### src/rtl/dec_arbiter_if.sv
// Request/grant bundle between four requesters and the decoder arbiter.
// master drives requests and line codes; slave returns grant and decoder lines.
interface dec_arbiter_if;
    logic [3:0]  req;
    logic [15:0] code;
    logic [3:0]  gnt;
    logic [3:0]  sel;
    logic        en;
    logic [15:0] D;
    logic [3:0]  done;
    logic        busy;

    modport master (
        output req, code,
        input  gnt, sel, en, D, done, busy
    );

    modport slave (
        input  req, code,
        output gnt, sel, en, D, done, busy
    );
endinterface

### src/rtl/dec_arbiter.sv
// Round-robin arbiter driving a 4-to-16 decoder; one grant is held HOLD_CYCLES, then one GAP cycle.
// Grant appears 1 cycle after req is sampled in IDLE; req is ignored while busy, with no stall path back.
module dec_arbiter #(
    parameter int HOLD_CYCLES = 2
) (
    input  logic          clk,
    input  logic          rst,
    dec_arbiter_if.slave  bus
);
    localparam logic [1:0] S_IDLE   = 2'd0;
    localparam logic [1:0] S_ACTIVE = 2'd1;
    localparam logic [1:0] S_GAP    = 2'd2;
    localparam logic [3:0] HOLD_M1  = 4'(HOLD_CYCLES - 1);

    logic [1:0]  state_q, state_d;
    logic [1:0]  ptr_q, ptr_d;
    logic [3:0]  cnt_q, cnt_d;
    logic [3:0]  gnt_q, gnt_d;
    logic [3:0]  sel_q, sel_d;
    logic        en_q, en_d;
    logic [15:0] d_q, d_d;
    logic [3:0]  done_q, done_d;
    logic        busy_q, busy_d;

    logic        found;
    logic [1:0]  pick_idx;
    logic [1:0]  idx;

    // Scan from the farthest offset down so the nearest requester to ptr wins.
    always_comb begin
        found    = 1'b0;
        pick_idx = ptr_q;
        idx      = ptr_q;
        for (int k = 3; k >= 0; k--) begin
            idx = ptr_q + 2'(k);
            if (bus.req[idx]) begin
                found    = 1'b1;
                pick_idx = idx;
            end
        end
    end

    always_comb begin
        state_d = state_q;
        ptr_d   = ptr_q;
        cnt_d   = cnt_q;
        gnt_d   = gnt_q;
        sel_d   = sel_q;
        en_d    = en_q;
        d_d     = d_q;
        done_d  = 4'd0;
        case (state_q)
            S_IDLE: begin
                if (found) begin
                    gnt_d   = 4'd1 << pick_idx;
                    sel_d   = bus.code[{pick_idx, 2'b00} +: 4];
                    en_d    = 1'b1;
                    d_d     = 16'd1 << sel_d;
                    ptr_d   = pick_idx + 2'd1;
                    cnt_d   = HOLD_M1;
                    done_d  = (HOLD_M1 == 4'd0) ? gnt_d : 4'd0;
                    state_d = S_ACTIVE;
                end
            end
            S_ACTIVE: begin
                // cnt_q counts ACTIVE cycles still to come after this one.
                if (cnt_q == 4'd0) begin
                    state_d = S_GAP;
                    gnt_d   = 4'd0;
                    en_d    = 1'b0;
                    d_d     = 16'd0;
                end else begin
                    cnt_d = cnt_q - 4'd1;
                    if (cnt_q == 4'd1) begin
                        done_d = gnt_q;
                    end
                end
            end
            S_GAP: begin
                state_d = S_IDLE;
            end
            default: begin
                state_d = S_IDLE;
            end
        endcase
        busy_d = (state_d != S_IDLE);
    end

    always_ff @(posedge clk) begin
        if (rst) begin
            state_q <= S_IDLE;
            ptr_q   <= 2'd0;
            cnt_q   <= 4'd0;
            gnt_q   <= 4'd0;
            sel_q   <= 4'd0;
            en_q    <= 1'b0;
            d_q     <= 16'd0;
            done_q  <= 4'd0;
            busy_q  <= 1'b0;
        end else begin
            state_q <= state_d;
            ptr_q   <= ptr_d;
            cnt_q   <= cnt_d;
            gnt_q   <= gnt_d;
            sel_q   <= sel_d;
            en_q    <= en_d;
            d_q     <= d_d;
            done_q  <= done_d;
            busy_q  <= busy_d;
        end
    end

    assign bus.gnt  = gnt_q;
    assign bus.sel  = sel_q;
    assign bus.en   = en_q;
    assign bus.D    = d_q;
    assign bus.done = done_q;
    assign bus.busy = busy_q;
endmodule

### src/flat_wrapper.sv
// flat-port wrapper written by rule: the top's interface ports become plain ports
module dec_arbiter_flat 
#(
    parameter int HOLD_CYCLES = 2
)
  (clk, rst, bus_req, bus_code, bus_gnt, bus_sel, bus_en, bus_D, bus_done, bus_busy);
  dec_arbiter_if bus_i ();
  input  logic clk;
  input  logic rst;
  input wire logic [$bits(bus_i.req)-1:0] bus_req;
  input wire logic [$bits(bus_i.code)-1:0] bus_code;
  output wire logic [$bits(bus_i.gnt)-1:0] bus_gnt;
  output wire logic [$bits(bus_i.sel)-1:0] bus_sel;
  output wire logic [$bits(bus_i.en)-1:0] bus_en;
  output wire logic [$bits(bus_i.D)-1:0] bus_D;
  output wire logic [$bits(bus_i.done)-1:0] bus_done;
  output wire logic [$bits(bus_i.busy)-1:0] bus_busy;
  assign bus_i.req = bus_req;
  assign bus_i.code = bus_code;
  assign bus_gnt = bus_i.gnt;
  assign bus_sel = bus_i.sel;
  assign bus_en = bus_i.en;
  assign bus_D = bus_i.D;
  assign bus_done = bus_i.done;
  assign bus_busy = bus_i.busy;
  dec_arbiter #(.HOLD_CYCLES(HOLD_CYCLES)) u_core (.clk(clk), .rst(rst), .bus(bus_i));
endmodule
### config.mk
export PLATFORM = sky130hd
export DESIGN_NAME = dec_arbiter_flat
export DESIGN_NICKNAME = d
export VERILOG_FILES = /design/src/rtl/dec_arbiter_if.sv /design/src/rtl/dec_arbiter.sv /design/src/flat_wrapper.sv
export SDC_FILE = /design/constraint.sdc
export NUM_CORES = 1
export LEC_CHECK = 0
export CORE_MARGIN = 2
export CORE_UTILIZATION = 50
export DETAILED_ROUTE_END_ITERATION = 6
export PLACE_DENSITY = 0.91
export SKIP_CTS_REPAIR_TIMING = 1
export SLEW_MARGIN = 20
export SYNTH_ARGS = -nofsm -noshare
export SYNTH_HDL_FRONTEND = slang
export SYNTH_SLANG_ARGS = --single-unit
export TNS_END_PERCENT = 100
### constraint.sdc
create_clock -name clk -period 4.9 [get_ports clk]
set_input_delay 1.47 -clock clk [delete_from_list [all_inputs] [get_ports clk]]
set_output_delay 1.47 -clock clk [all_outputs]
set_load 0.1 [all_outputs]
Yosys cells after proc, flatten, opt, wreduce, memory -nomap -nowiden
Cells that the tools add are included.
{ "word_totals": {"register_bits": 38, "in_bits": 22} }
{ "op_classes": {"addsub": 5, "magnitude_cmp": 4, "n_eq_ne": 5, "n_shift": 3, "n_mux": 31, "bitwise": 2, "n_reduce_logical": 8} }
{ "op_table": {"columns": ["op", "n"], "rows": [
  ["16-bit 2-to-1 mux", 2],
  ["16-bit one-hot mux with 2 select lines", 1],
  ["4-bit 2-to-1 mux", 4],
  ["4-bit one-hot mux with 2 select lines", 2],
  ["16-bit by 5-bit variable part select with 4-bit output", 1],
  ["1-bit by 4-bit << shifter with 16-bit output, first input constant", 1],
  ["2-bit by 3-bit less-than comparator with 1-bit output, second input constant", 4],
  ["2-bit 2-to-1 mux", 6],
  ["1-bit 2-to-1 mux", 10],
  ["1-bit binary-select mux with 2-bit select", 4],
  ["3-bit AND reduction", 2],
  ["2-bit by 1-bit adder with 2-bit output, second input constant", 2],
  ["2-bit adder, second input constant", 2],
  ["4-bit by 1-bit == test with 1-bit output, second input constant", 1],
  ["4-bit logical NOT", 1],
  ["2-bit by 1-bit != test with 1-bit output, second input constant", 2],
  ["2-bit one-hot mux with 2 select lines", 1],
  ["2-bit nonzero test", 2],
  ["4-bit OR reduction", 1],
  ["1-bit by 2-bit << shifter with 4-bit output, first input constant", 1],
  ["4-bit by 1-bit subtractor with 4-bit output, second input constant", 1],
  ["2-bit by 1-bit == test with 1-bit output, second input constant", 1],
  ["2-bit logical NOT", 1],
  ["2-bit != test, second input constant", 1],
  ["3 further kinds", 4]
]} }

Depth between registers and ports, before layout
{ "depth": {"depth_word": 11, "depth_mapped": 8} }

Worst setup path before layout
No wires, ideal clock.
{ "synth_path": {"kind": "in2reg", "start": "input bus_req[3]", "end": "register u_core.d_q[8], in the netlist u_core.bus.D[8]", "setup_time_ns": 0.096, "arrival_ns": 3.334, "t_required_ns": 4.804, "path_slack_ns": 1.471, "stages": 8, "cell_sequence": "nor2_1 > a21oi_1 > o221a_1 > buf_4 > inv_4 > mux4_2 > or4_4 > o41ai_2"} }
{ "synth_between": {"elab_chain_len": 10} }
{ "synth_rtl": {"columns": ["element", "line", "rtl"], "rows": [
  ["start: declaration", "flat_wrapper.sv:10", "input wire logic [$bits(bus_i.req)-1:0] bus_req;"],
  ["1-bit binary-select mux with 2-bit select", "dec_arbiter.sv:36", "if (bus.req[idx]) begin"],
  ["1-bit 2-to-1 mux (implied by the code)", "dec_arbiter.sv:36", null],
  ["2-bit 2-to-1 mux (4 in series)", "dec_arbiter.sv:36", null],
  ["16-bit by 5-bit variable part select with 4-bit output", "dec_arbiter.sv:56", "sel_d = bus.code[{pick_idx, 2'b00} +: 4];"],
  ["1-bit by 4-bit << shifter with 16-bit output", "dec_arbiter.sv:58", "d_d = 16'd1 << sel_d;"],
  ["16-bit 2-to-1 mux", "dec_arbiter.sv:54", "if (found) begin"],
  ["16-bit one-hot mux with 2 select lines", "dec_arbiter.sv:52", "case (state_q)"],
  ["end signal: assignment", "dec_arbiter.sv:97", "d_q <= 16'd0;"],
  ["end signal: assignment", "dec_arbiter.sv:107", "d_q <= d_d;"],
  ["end: declaration", "dec_arbiter.sv:21", "logic [15:0] d_q, d_d;"]
]} }
Several ways; a longest one is shown, not always the timed one. The select of a mux whose other input is x is not followed.
A chain may end at the register's enable or synchronous reset.

Worst setup path after layout
{ "layout_path": {"start": "input bus_req[0]", "end": "register u_core.d_q[11], in the netlist u_core.bus.D[11]"} }
The elaborated chain is that of the path after synthesis.

==> results.sh <==
export IMPL_grt_pass1_wl_um=6851
export IMPL_worst_pin_slew_ps=981.6
export IMPL_final_core_util_pct=72.55
export IMPL_vdd_ir_drop_worst_mv=0.2929
export IMPL_synth_area_sq_um=1748
export IMPL_floorplan_initialDensity_pct=52.38
export IMPL_synth_area_per_cell_sq_um=9.248
export IMPL_status="completed"
export IMPL_routed_via_density=5.630
export IMPL_clock_sinks=38
export IMPL_arrival_ps=4180
export IMPL_grt_pass1_vias=1493
export IMPL_dieHeight_um=63.13
export IMPL_rows=21
export IMPL_nets=271
export IMPL_antenna_found_initial=0
export IMPL_hold_violations=0
export IMPL_wl_per_cell_um=14.58
export IMPL_synth_top_area_share_pct=43.52
export IMPL_setup_viol=0
export IMPL_grt_use_total_pct=21.93
export IMPL_rsz0062_at_grt="no"
export IMPL_critical_path_class="in -> reg"
export IMPL_clock_fmax_ghz=0.2556
export IMPL_worst_setup_path_start_kind="input port"
export IMPL_synth_net_count=218
export IMPL_slew_headroom_pct=34.36
export IMPL_min_period_ps=3912
export IMPL_dp_slack_ps=634.4
export IMPL_r2r_setup_slack_ps=2310
export IMPL_drtAntennaViolNets=0
export IMPL_io_buffer_count=51
export IMPL_dr_pass1_iters=4
export IMPL_coreArea_sq_um=3337
export IMPL_io_pins=52
export IMPL_root_buffer="clkbuf_4"
export IMPL_seqPwrFrac_pct=31.5
export IMPL_netlist_top_cells_count="dfxtp_1 (38), nand2_1 (24), nor2_1 (14)"
export IMPL_power_density_nw_per_um2=499.2
export IMPL_ys_seq_area_share_pct=43.52
export IMPL_synth_cell_types=43
export IMPL_yosysWarnings=0
export IMPL_crit_chain="clkdlybuf4s50_1 -> nor2_2 -> a2bb2oi_1 -> o221a_1 -> inv_4 -> mux4_2 -> or4_4 -> o41ai_2"
export IMPL_num_vias=1627
export IMPL_async_flop_share_pct=0
export IMPL_cts_buffers=5
export IMPL_place_hpwl_um=3078
export IMPL_die_area_sq_um=3985
export IMPL_clock_latency_ps=360
export IMPL_synth_edf_count=0
export IMPL_p_comb_share_pct=45.3
export IMPL_cts_path_max_buffers=2
export IMPL_internal_power_uw=678.2
export IMPL_synth_seq_cells=38
export IMPL_maxCapViolCount=0
export IMPL_cp_max_fo=11
export IMPL_hold_path_class="reg -> reg"
export IMPL_p_switching_uw=530.4
export IMPL_critPathSlowestCell="clkdlybuf4s50_1"
export IMPL_cts_tree="built"
export IMPL_yosysMostFrequentCell="dfxtp_1"
export IMPL_h_tree_depth=2
export IMPL_clk_pin_slew_ps=110
export IMPL_gp_congestion=0.7951
export IMPL_n_antenna_cell=0
export IMPL_synthCells=189
export IMPL_grt_overflow=0
export IMPL_synth_area_top_cells="dfxtp_1 (44%), o41ai_1 (6.0%), nand2_1 (5.2%), ha_1 (5.0%), o41ai_2 (3.7%)"
export IMPL_critPathCaptureType="flop"
export IMPL_slew_violations=0
export IMPL_drt_iter0_markers=92
export IMPL_swShare_pct=43.89
export IMPL_drc_errors=0
export IMPL_drive_above_1_share_pct=9.053
export IMPL_die_width_um=63.13
export IMPL_p_leak_nw=0.9267
export IMPL_synth_top_area_cell="dfxtp_1"
export IMPL_wl_um=4215
export IMPL_area_growth_pct=38.51
export IMPL_required_ps=5170
export IMPL_timing_final_crit_share_pct=79.83
export IMPL_grt_max_degree=27
export IMPL_setup_tns_ps=0
export IMPL_synth_flop_cell="dfxtp_1"
export IMPL_finClkSkew_ps=7.640
export IMPL_finalWorstSetupSlack_ps=988.2
export IMPL_pwr_share_clk_pct=23.1
export IMPL_critical_path_max_stage_delay_ps=520
==> cell type report <==
class	instances	area, sq um
multi-input combinational	138	937.1
fill	276	915.9
sequential	38	760.7
timing repair buffer	54	533.0
clock inverter	2	60.06
tap	46	57.56
clock buffer	6	51.30
inverter	5	21.27
==> critical path, delay by kind of cell <==
family	cells	cell delay, ps
muxes	1	500
AOI/OAI and AO/OA	3	880
buffers and inverters	2	630
and+or+nand+nor	2	690
==> layer usage <==
layer  vias to the layer above  share of wire (%)  GRT usage, %
met5                         -                  0             0
met4                         0                2.1         7.222
met3                        10                6.5         8.750
met2                        52                 50         36.70
met1                       758                 42         25.48
li1                        807                  -             -
==> kinds of logic (layout without fill, tap and decap cells) <==
family,count (synthesis),after routing,synth area share (%)
AND/OR/NAND/NOR,72,72,19.90
AO/OA/AOI/OAI,54,54,24.91
flip-flops,38,38,43.52
buffers and inverters,13,67,3.149
adder cells (fa/ha/maj),7,7,5.011
multiplexers,3,3,2.505
XOR/XNOR,2,2,1.002
==> worst paths after layout <==
check / startpoint / end / cells past startpoint
max: bus_req[0] / u_core.bus.D[11] / 8
min: u_core.bus.sel[1] / u_core.bus.sel[1] / 2
max reg2reg: u_core.ptr_q[1] / u_core.bus.D[11] / 7
min reg2reg: u_core.bus.sel[1] / u_core.bus.sel[1] / 2
==> through the flow <==
step | cells | hold WS (ps) | instance area [sq um] | power, mW
finish | 289 | 463.1 | 2421 | 1.209
global route | 289 | 489.8 | 2421 | 1.269
CTS | 289 | 467.9 | 2421 | 1.210
detailed placement | 281 | 433.1 | 2310 | 0.9321
global placement | 281 | 437.6 | 2310 | 0.9247
floorplan | 189 | 480.8 | 1748 | 0.8016
==> placed cells by master, fill, tap and decap left out, types with 5 or more instances in the layout <==
master,count
nand2_1,24
nand3_1,8
clkbuf_4,5
clkdlybuf4s50_1,51
dfxtp_1,38
o21ai_0,6
nor3_1,6
ha_1,7
o41ai_1,12
nor2_1,14
a21oi_1,10
and2_1,5
==> sequential cells by signal, indices dropped and copies added, names as in the netlist <==
name / count
u_core.bus.D: 16
u_core.bus.done: 4
u_core.bus.gnt: 4
u_core.bus.sel: 4
u_core.cnt_q: 4
u_core.ptr_q: 2
u_core.state_q: 2
u_core.bus.busy: 1
u_core.bus.en: 1
==> power groups by stage <==
stage	clock [mW]	sequential [mW]	combinational [mW]
floorplan	0	0.577	0.224
global placement	0	0.387	0.538
detailed placement	0	0.387	0.545
CTS	0.282	0.381	0.547
global route	0.301	0.387	0.581
finish	0.280	0.381	0.548
No activity file was read; power rests on OpenSTA's default activity.
